[src/rtl/exc_req_gen_pkg.sv]
// Shared definitions for the CP0 exception request generator:
// cause codes, STATUS bit positions, FSM and source encodings.
package exc_req_gen_pkg;

    localparam logic [4:0] CAUSE_INT     = 5'b00000;
    localparam logic [4:0] CAUSE_SYSCALL = 5'b01000;
    localparam logic [4:0] CAUSE_BREAK   = 5'b01001;
    localparam logic [4:0] CAUSE_TEQ     = 5'b01101;

    localparam int unsigned ST_IE      = 0;
    localparam int unsigned ST_SYSCALL = 1;
    localparam int unsigned ST_BREAK   = 2;
    localparam int unsigned ST_TEQ     = 3;
    localparam int unsigned ST_EXT     = 4;
    localparam int unsigned ST_TIMER   = 5;

    typedef enum logic [1:0] {
        IDLE    = 2'd0,
        ISSUE   = 2'd1,
        SERVICE = 2'd2
    } state_t;

    typedef enum logic [2:0] {
        SRC_NONE    = 3'd0,
        SRC_SYSCALL = 3'd1,
        SRC_BREAK   = 3'd2,
        SRC_TEQ     = 3'd3,
        SRC_EXT     = 3'd4,
        SRC_TIMER   = 3'd5
    } src_t;

    function automatic logic [4:0] cause_of(src_t src);
        logic [4:0] code;
        code = CAUSE_INT;
        case (src)
            SRC_SYSCALL: code = CAUSE_SYSCALL;
            SRC_BREAK:   code = CAUSE_BREAK;
            SRC_TEQ:     code = CAUSE_TEQ;
            default:     code = CAUSE_INT;
        endcase
        return code;
    endfunction

endpackage

[src/rtl/exc_req_gen_if.sv]
// Signal bundle between the trap/interrupt sources, CP0 and exc_req_gen.
// master is the request generator's view, slave the surrounding core's view.
interface exc_req_gen_if #(
    parameter int unsigned CNT_W = 32
);
    logic             syscall;
    logic             brk;
    logic             teq_trap;
    logic             ext_int;
    logic [31:0]      status;
    logic             eret;
    logic             cmp_we;
    logic [CNT_W-1:0] cmp_data;
    logic             exception;
    logic [4:0]       cause;
    logic             timer_int;
    logic             in_service;
    logic             overrun;
    logic [CNT_W-1:0] count;

    modport master (
        input  syscall, brk, teq_trap, ext_int, status, eret, cmp_we, cmp_data,
        output exception, cause, timer_int, in_service, overrun, count
    );

    modport slave (
        output syscall, brk, teq_trap, ext_int, status, eret, cmp_we, cmp_data,
        input  exception, cause, timer_int, in_service, overrun, count
    );
endinterface

[src/rtl/exc_req_gen_timer.sv]
// COUNT/COMPARE timer: prescaled free-running counter with a sticky
// match flag that only a COMPARE write clears.
module exc_timer #(
    parameter int unsigned PRESCALE = 1,
    parameter int unsigned CNT_W    = 32
) (
    input  logic             clk,
    input  logic             rst_n,
    input  logic             cmp_we,
    input  logic [CNT_W-1:0] cmp_data,
    output logic [CNT_W-1:0] count,
    output logic             timer_int
);

    localparam int unsigned PS_W = (PRESCALE > 1) ? $clog2(PRESCALE) : 1;
    localparam logic [PS_W-1:0] PS_LAST = PS_W'(PRESCALE - 1);

    logic [PS_W-1:0]  presc;
    logic [CNT_W-1:0] compare;
    logic [CNT_W-1:0] count_nxt;
    logic             tick;

    assign tick      = (presc == PS_LAST);
    assign count_nxt = count + CNT_W'(1);

    always_ff @(posedge clk or negedge rst_n) begin
        if (!rst_n) begin
            presc     <= '0;
            count     <= '0;
            compare   <= '1;
            timer_int <= 1'b0;
        end else begin
            if (tick) begin
                presc <= '0;
                count <= count_nxt;
            end else begin
                presc <= presc + PS_W'(1);
            end
            // Match is taken on the value COUNT is about to take, so the flag
            // rises together with COUNT reaching COMPARE; a write always wins.
            if (cmp_we) begin
                compare   <= cmp_data;
                timer_int <= 1'b0;
            end else if (tick && (count_nxt == compare)) begin
                timer_int <= 1'b1;
            end
        end
    end

endmodule

[src/rtl/exc_req_gen.sv]
// Exception/interrupt request generator feeding CP0: masks sources with
// STATUS, picks one by fixed priority and holds off until ERET.
module exc_req_gen
    import exc_req_gen_pkg::*;
#(
    parameter int unsigned PRESCALE = 1,
    parameter int unsigned CNT_W    = 32
) (
    input logic           clk,
    input logic           rst_n,
    exc_req_gen_if.master bus
);

    state_t     state;
    src_t       src;
    logic [1:0] ext_sync;
    logic       ext_last;
    logic       ext_rise;
    logic       ext_pend;
    logic       timer_int;
    logic       ie;
    logic       en_sys;
    logic       en_brk;
    logic       en_teq;
    logic       en_ext;
    logic       en_tmr;
    logic       sync_drop;
    logic       exception;
    logic [4:0] cause;
    logic       in_service;
    logic       overrun;
    logic       unused_status;

    exc_timer #(
        .PRESCALE (PRESCALE),
        .CNT_W    (CNT_W)
    ) u_timer (
        .clk       (clk),
        .rst_n     (rst_n),
        .cmp_we    (bus.cmp_we),
        .cmp_data  (bus.cmp_data),
        .count     (bus.count),
        .timer_int (timer_int)
    );

    assign unused_status = ^bus.status[31:6];

    assign ext_rise = ext_sync[1] & ~ext_last;

    assign ie     = bus.status[ST_IE];
    assign en_sys = ie & bus.status[ST_SYSCALL] & bus.syscall;
    assign en_brk = ie & bus.status[ST_BREAK]   & bus.brk;
    assign en_teq = ie & bus.status[ST_TEQ]     & bus.teq_trap;
    assign en_ext = ie & bus.status[ST_EXT]     & ext_pend;
    assign en_tmr = ie & bus.status[ST_TIMER]   & timer_int;

    always_comb begin
        src = SRC_NONE;
        if (en_sys)      src = SRC_SYSCALL;
        else if (en_brk) src = SRC_BREAK;
        else if (en_teq) src = SRC_TEQ;
        else if (en_ext) src = SRC_EXT;
        else if (en_tmr) src = SRC_TIMER;
    end

    // Enabled trap pulses that cannot be issued are lost: the losers of a
    // same-cycle tie in IDLE, or any arrival while a request is outstanding.
    always_comb begin
        if (state == IDLE) begin
            sync_drop = (en_sys & (en_brk | en_teq)) | (en_brk & en_teq);
        end else begin
            sync_drop = en_sys | en_brk | en_teq;
        end
    end

    always_ff @(posedge clk or negedge rst_n) begin
        if (!rst_n) begin
            ext_sync   <= '0;
            ext_last   <= 1'b0;
            ext_pend   <= 1'b0;
            state      <= IDLE;
            exception  <= 1'b0;
            cause      <= '0;
            in_service <= 1'b0;
            overrun    <= 1'b0;
        end else begin
            ext_sync  <= {ext_sync[0], bus.ext_int};
            ext_last  <= ext_sync[1];
            exception <= 1'b0;

            // A fresh edge in the issuing cycle re-arms the pending flag.
            if ((state == IDLE) && (src == SRC_EXT)) ext_pend <= 1'b0;
            if (ext_rise)                           ext_pend <= 1'b1;

            if (sync_drop) overrun <= 1'b1;

            case (state)
                IDLE: begin
                    if (src != SRC_NONE) begin
                        state     <= ISSUE;
                        exception <= 1'b1;
                        cause     <= cause_of(src);
                    end
                end
                ISSUE: begin
                    state      <= SERVICE;
                    in_service <= 1'b1;
                end
                SERVICE: begin
                    if (bus.eret) begin
                        state      <= IDLE;
                        in_service <= 1'b0;
                    end
                end
                default: begin
                    state      <= IDLE;
                    in_service <= 1'b0;
                end
            endcase
        end
    end

    assign bus.exception  = exception;
    assign bus.cause      = cause;
    assign bus.in_service = in_service;
    assign bus.overrun    = overrun;
    assign bus.timer_int  = timer_int;

endmodule

[src/flat_wrapper.sv]
// flat-port wrapper written by rule: the top's interface ports become plain ports
module exc_req_gen_flat import exc_req_gen_pkg::*;
#(
    parameter int unsigned PRESCALE = 1,
    parameter int unsigned CNT_W    = 32
)
  (clk, rst_n, bus_syscall, bus_brk, bus_teq_trap, bus_ext_int, bus_status, bus_eret, bus_cmp_we, bus_cmp_data, bus_exception, bus_cause, bus_timer_int, bus_in_service, bus_overrun, bus_count);
  exc_req_gen_if #(.CNT_W(CNT_W)) bus_i ();
  input logic clk;
  input logic rst_n;
  input wire logic [$bits(bus_i.syscall)-1:0] bus_syscall;
  input wire logic [$bits(bus_i.brk)-1:0] bus_brk;
  input wire logic [$bits(bus_i.teq_trap)-1:0] bus_teq_trap;
  input wire logic [$bits(bus_i.ext_int)-1:0] bus_ext_int;
  input wire logic [$bits(bus_i.status)-1:0] bus_status;
  input wire logic [$bits(bus_i.eret)-1:0] bus_eret;
  input wire logic [$bits(bus_i.cmp_we)-1:0] bus_cmp_we;
  input wire logic [$bits(bus_i.cmp_data)-1:0] bus_cmp_data;
  output wire logic [$bits(bus_i.exception)-1:0] bus_exception;
  output wire logic [$bits(bus_i.cause)-1:0] bus_cause;
  output wire logic [$bits(bus_i.timer_int)-1:0] bus_timer_int;
  output wire logic [$bits(bus_i.in_service)-1:0] bus_in_service;
  output wire logic [$bits(bus_i.overrun)-1:0] bus_overrun;
  output wire logic [$bits(bus_i.count)-1:0] bus_count;
  assign bus_i.syscall = bus_syscall;
  assign bus_i.brk = bus_brk;
  assign bus_i.teq_trap = bus_teq_trap;
  assign bus_i.ext_int = bus_ext_int;
  assign bus_i.status = bus_status;
  assign bus_i.eret = bus_eret;
  assign bus_i.cmp_we = bus_cmp_we;
  assign bus_i.cmp_data = bus_cmp_data;
  assign bus_exception = bus_i.exception;
  assign bus_cause = bus_i.cause;
  assign bus_timer_int = bus_i.timer_int;
  assign bus_in_service = bus_i.in_service;
  assign bus_overrun = bus_i.overrun;
  assign bus_count = bus_i.count;
  exc_req_gen #(.PRESCALE(PRESCALE), .CNT_W(CNT_W)) u_core (.clk(clk), .rst_n(rst_n), .bus(bus_i));
endmodule
[config.mk]
export PLATFORM = sky130hd
export DESIGN_NAME = exc_req_gen_flat
export DESIGN_NICKNAME = d
export VERILOG_FILES = /design/src/rtl/exc_req_gen_pkg.sv /design/src/rtl/exc_req_gen_if.sv /design/src/rtl/exc_req_gen_timer.sv /design/src/rtl/exc_req_gen.sv /design/src/flat_wrapper.sv
export SDC_FILE = /design/constraint.sdc
export NUM_CORES = 1
export LEC_CHECK = 0
export CORE_AREA = 2 2 92 94
export DETAILED_ROUTE_END_ITERATION = 7
export DIE_AREA = 0 0 94 96
export GPL_TIMING_DRIVEN = 0
export PLACE_DENSITY = 0.84
export SLEW_MARGIN = 40
export SYNTH_ARGS = -nofsm -noshare
export SYNTH_HDL_FRONTEND = slang
export SYNTH_SLANG_ARGS = --single-unit
export TNS_END_PERCENT = 30
[constraint.sdc]
create_clock -name clk -period 5.65 [get_ports clk]
set_input_delay 1.13 -clock clk [delete_from_list [all_inputs] [get_ports clk]]
set_output_delay 1.13 -clock clk [all_outputs]
set_load 0.01 [all_outputs]
=== Yosys cells after proc, flatten, opt, wreduce, memory -nomap -nowiden ===
Index checks and enable logic that the tools add are counted.

* Flip-flop bits (word level): 80
* Input port bits: 72
* Output and inout bits: 41
* Logic and storage cells: 71

* Add/sub/neg operators: 2
* Equality and inequality tests: 9
* Mux-type cells: 19
* Bitwise gates (word level): 20
* Reductions and logical operators: 9

{| class="wikitable"
|+ Operator list
! kind !! number
|-
| $add 32x1->32 const B || 1
|-
| $eq 32x32->1 || 1
|-
| $mux 3 || 5
|-
| $and 1x1->1 || 13
|-
| $pmux 4 s3 || 1
|-
| $mux 1 || 9
|-
| $eq 3x2->1 const B || 2
|-
| $pmux 2 s3 || 1
|-
| $reduce_and 2->1 || 3
|-
| $mux 2 || 2
|-
| $ne 2x2->1 const B || 2
|-
| $or 1x1->1 || 4
|-
| $reduce_bool 2->1 || 2
|-
| $eq 3x1->1 const B || 1
|-
| $eq 3x3->1 const B || 1
|-
| $not 1->1 || 3
|-
| $pmux 1 s3 || 1
|-
| $reduce_bool 3->1 || 1
|-
| $eq 2x1->1 const B || 1
|-
| $eq 2x2->1 const B || 1
|-
| $logic_and 1x1->1 || 2
|-
| $logic_not 2->1 || 1
|-
| $add 1x1->1 const B || 1
|}

=== Longest topological paths before layout ===
* Depth after elaboration: 11
* Gate-level depth with buffers: 10
* Mapped depth without buffers: 9

=== Modules after synthesis ===
Synthesis repeated with hierarchy kept, for this count alone.

* Cells, all modules: 360
* Area, all modules: 4061.4 sq um

{| class="wikitable"
|+ Modules (own cells, without submodules)
! module !! times used !! cells an instance !! area an instance (sq um) !! seq. area each (sq um)
|-
| exc_timer || 1 || 310 || 3499.6 || 1666.6
|-
| exc_req_gen || 1 || 50 || 561.8 || 300.3
|}

=== Worst setup path after synthesis ===
No wires, ideal clock.

* Path type: register to register
* Start point: register u_core.u_timer.count[11]
* End point: register u_core.u_timer.timer_int
* Setup time: 0.103 ns
* Arrival: 2.814 ns
* Required time: 5.547 ns
* Setup slack: 2.733 ns
* Stages on the path, launching flop included: 11
* Path buffers: 2
* Period minus slack after synthesis: 2.917 ns
* Path through: dfrtp_1 buf_2 nand3_4 nor4_2 nand3_1 or2_2 clkbuf_1 xor2_1 o221ai_1 or4_1 o41ai_2

* Longest elaborated chain between the ends: 4

{| class="wikitable"
|+ RTL lines
! element !! RTL line !! RTL
|-
| from (decl) || exc_req_gen_timer.sv:11 || <nowiki>output logic [CNT_W-1:0] count,</nowiki>
|-
| from (signal assigned) || exc_req_gen_timer.sv:35 || <nowiki>count <= count_nxt;</nowiki>
|-
| $add 32x1->32 || exc_req_gen_timer.sv:24 || <nowiki>assign count_nxt = count + CNT_W'(1);</nowiki>
|-
| $eq 32x32->1 || exc_req_gen_timer.sv:44 || <nowiki>end else if (tick && (count_nxt == compare)) begin</nowiki>
|-
| $logic_and 1x1->1 || exc_req_gen_timer.sv:44 ||
|-
| $reduce_bool 2->1 (no line) || n/a ||
|-
| to (signal assigned) || exc_req_gen_timer.sv:31 || <nowiki>timer_int <= 1'b0;</nowiki>
|-
| to (signal assigned) || exc_req_gen_timer.sv:43 || <nowiki>timer_int <= 1'b0;</nowiki>
|-
| to (signal assigned) || exc_req_gen_timer.sv:45 || <nowiki>timer_int <= 1'b1;</nowiki>
|-
| to (decl) || exc_req_gen_timer.sv:12 || <nowiki>output logic timer_int</nowiki>
|}

No other way between the ends.
A chain may end at the register's enable or synchronous reset.

=== Worst setup path after layout ===
* Start point: register u_core.u_timer.count[0]
* End point: register u_core.u_timer.timer_int

The elaborated chain is that of the path after synthesis.

==> results_dict.tcl <==
set metrics [dict create \
    cts_sinks 77 \
    clock_skew_ns 0.0103 \
    fmaxAchievable_ghz 0.288 \
    run_status "finished clean" \
    route.vias.total 3181 \
    syn_inst 365 \
    synth_area_leaders "sky130_fd_sc_hd__dfrtp_1 28%, sky130_fd_sc_hd__dfstp_2 21%, sky130_fd_sc_hd__mux2_2 9.1%, sky130_fd_sc_hd__xnor2_1 7.1%, sky130_fd_sc_hd__xor2_1 5.1%" \
    maxCapViolations 0 \
    cp_data_arrival_time_ns 3.73 \
    routability_congestion 0.897 \
    grt_max_degree 41 \
    period_needed_ns 3.47 \
    setup_repair_after_global_routing_missed_its_margin "false" \
    final_max_slew_viol_count 0 \
    floorplan.die_area_um2 9020 \
    synth.most_common_cell "sky130_fd_sc_hd__dfrtp_1" \
    dominant_combinational_cell_family_by_area_after_synthesis "simple AND/OR/NAND/NOR gates" \
    grt_pass1_wl_um 15400 \
    yosys.area_share.simple_pct 18.3 \
    post-route-worst-setup-slack_ns 2.18 \
    post_synth_xor_xnor_area_pct 12.2 \
    total_of_fill_cells_in_the_finished_design 650 \
    worstPathRequired_ns 5.91 \
    count_of_inserted_antenna_diode_cells 0 \
    global_route.usage.total_pct 22.5 \
    drt-initial-drc-count 183 \
    fraction_of_the_mapped_netlist_area_in_adder_cells_pct 0.306 \
    route.detailed.wl_per_inst_um 17.1 \
    synth_area_leader_cell "sky130_fd_sc_hd__dfrtp_1" \
    placement_rows 33 \
    post_drt_via_cell_ratio 5.57 \
    timing.max_slew.rel_slack_pct 49.8 \
    timing.final.hold_violations 0 \
    multiplexer_share_of_the_synthesized_area_pct 9.59 \
    cts_tree "yes" \
    synth-seq-area-share_pct 48.1 \
    cts.htree.levels 3 \
    route.detailed.drc 0 \
    post_cts_setup_driven_buffer_insertion_count 0 \
    synthArstFlopShare_pct 100 \
    worst_pin_slew_ns 0.753 \
    setup_violations 0 \
    port_buffers 83 \
    hp-class "reg -> reg" \
    worstSetupStartpointType "flop" \
    worst-path-max-fanout 7 \
    worst_setup_hold_path_clk_slew_ns 0.09 \
    cts_hold_buffers 0 \
    cts_buffer_depth 2 \
    design.portCount 113 \
    total_leakage_power_uw 0.00214 \
    dp_worst_setup_slack_ns 2.26 \
    critical_path_class "reg -> reg" \
    power.density_nw_per_um2 243 \
    max-vdd-ir-drop_v 0.000155 \
    synth.ff_latch_count 77 \
    drt.antenna.violating_nets 0 \
    synth_compound_area_share_pct 8.33 \
    cp-end-kind "flop" \
    die-width_um 94 \
    hpwl_um 7420 \
    number_of_global_route_vias_before_repair 3154 \
    syn-cell-area_um2 4090 \
    floorplan.initialDensity_pct 50.7 \
    floorplan.core_area_um2 8050 \
    firstDrtPassIters 4 \
    synth_enable_flop_cells 0 \
    globalRoute.totalOverflow 0 \
    die_y_um 96 \
    synth_largest_type_area_fraction_pct 27.6 \
    synth.cells.most_frequent "45 x sky130_fd_sc_hd__dfrtp_1, 33 x sky130_fd_sc_hd__mux2_2, 33 x sky130_fd_sc_hd__xnor2_1, 32 x sky130_fd_sc_hd__dfstp_2, 24 x sky130_fd_sc_hd__xor2_1" \
    post_cts_resize_count 0 \
    synth_top_flop_cell "sky130_fd_sc_hd__dfrtp_1" \
    layout-area-overhead-vs-synth_pct 29.5 \
    clk-insertion-delay-late_ns 0.36 \
    drt-total-wl_um 9740 \
    antenna_violations_before_repair 0 \
    finalSetupTns_ns 0 \
    clock-root-buffer "sky130_fd_sc_hd__clkbuf_8" \
    cts_inserted_buffers 9 \
    layout-drive-gt1-share_pct 22.7 \
    finalCritPeriodShare_pct 61.5 \
    avgSynthCellArea_um2 11.2 \
    synth.yosys.warnings 0 \
    yosys.cell_types.count 60 \
    layout_nets 534 \
]
flip-flops by register name, summed over array words and instances, names as in the netlist:
name	count
u_core.u_timer.count	32
u_core.ext_last	1
u_core.u_timer.timer_int	1
u_core.bus.overrun	1
u_core.state	2
u_core.u_timer.compare	32
u_core.bus.exception	1
u_core.bus.in_service	1
u_core.ext_sync	2
u_core.ext_pend	1
u_core.bus.cause	3
critical path, cell delays in order, from the launching register on:
cell,delay [ns]
sky130_fd_sc_hd__dfrtp_1,0.48
sky130_fd_sc_hd__ha_1,0.28
sky130_fd_sc_hd__nand4_1,0.32
sky130_fd_sc_hd__nor4_4,0.51
sky130_fd_sc_hd__nor3b_1,0.12
sky130_fd_sc_hd__a311oi_1,0.27
sky130_fd_sc_hd__o2111ai_1,0.21
sky130_fd_sc_hd__a221o_1,0.31
sky130_fd_sc_hd__or4_1,0.54
sky130_fd_sc_hd__o41ai_2,0.33
placed cells by master, fill, tap and decap left out, types with 3 or more instances in the layout:
cell,n
sky130_fd_sc_hd__dfrtp_1,45
sky130_fd_sc_hd__nand4_1,14
sky130_fd_sc_hd__buf_2,5
sky130_fd_sc_hd__mux2_2,33
sky130_fd_sc_hd__nor4_1,3
sky130_fd_sc_hd__a21oi_1,7
sky130_fd_sc_hd__nor2b_1,3
sky130_fd_sc_hd__dfstp_2,32
sky130_fd_sc_hd__or2_2,3
sky130_fd_sc_hd__clkbuf_1,8
sky130_fd_sc_hd__nor3b_1,4
sky130_fd_sc_hd__and4_1,5
sky130_fd_sc_hd__clkdlybuf4s50_1,82
sky130_fd_sc_hd__or4_1,3
sky130_fd_sc_hd__buf_4,4
sky130_fd_sc_hd__nor2_1,11
sky130_fd_sc_hd__clkbuf_8,10
sky130_fd_sc_hd__inv_1,8
sky130_fd_sc_hd__nand2_1,23
sky130_fd_sc_hd__and3_1,5
sky130_fd_sc_hd__nor3_1,4
sky130_fd_sc_hd__nand3b_1,7
sky130_fd_sc_hd__nand3_1,14
sky130_fd_sc_hd__o21ai_0,16
sky130_fd_sc_hd__a31oi_1,4
sky130_fd_sc_hd__o211ai_1,3
sky130_fd_sc_hd__xnor2_1,33
sky130_fd_sc_hd__xor2_1,24
layout make-up:
class	instances	area (µm²)	area share, %
Sequential cell	77	1970	37.2
Multi-Input combinational cell	262	2010	38.0
Clock buffer	10	138	2.60
Tap cell	105	131	2.48
Buffer	19	92.6	1.75
Clock inverter	6	71.3	1.35
Inverter	8	30.0	0.568
Timing Repair Buffer	84	852	16.1
through the flow:
step	utilization [%]	total power, µW	instances	cell area [µm²]	hold WS, ns
after detailed placement	63.0	870	555	5070	0.335
final	65.7	1290	571	5290	0.352
after floorplan	-	759	366	4090	0.331
after CTS	65.6	1300	571	5280	0.353
after global routing	65.7	1350	571	5290	0.374
after global placement	62.7	856	554	5050	0.334
power breakdown:
group	internal [µW]	switching [µW]	total [µW]
sequential	617	39.9	657
clock	219	209	428
combinational	118	83.8	202
total	954	333	1290
routing by layer:
| metal | up-vias | track usage [%] | wire, µm |
|---|---|---|---|
| li1 | 1503 | - | - |
| met1 | 1569 | 30.2 | 4290 |
| met2 | 92 | 36.7 | 4820 |
| met3 | 17 | 4.93 | 437 |
| met4 | 0 | 7.00 | 198 |
| met5 | - | 0 | 0 |
kinds of logic after synthesis:
family | count (synthesis)
AOI/OAI and AO/OA | 50
xor gates and xnor gates | 57
other | 1
and+or+nand+nor | 117
buffers and inverters | 27
adders and majority gates | 1
DFF | 77
muxes | 35
final timing paths:
check | startpoint | endpoint | cells after the start | slack [ns]
setup / recovery | u_core.u_timer.count[0] | u_core.u_timer.timer_int | 9 | 2.18
hold / removal | u_core.ext_sync[0] | u_core.ext_sync[1] | 0 | 0.35
setup reg to reg | u_core.u_timer.count[0] | u_core.u_timer.timer_int | 9 | 2.18
hold reg to reg | u_core.ext_sync[0] | u_core.ext_sync[1] | 0 | 0.35
max in group asynchronous | rst_n | u_core.u_timer.compare[29] | 2 | 4.41
min in group asynchronous | rst_n | u_core.u_timer.count[7] | 1 | 0.66
Power figures use the tool's default switching activity.
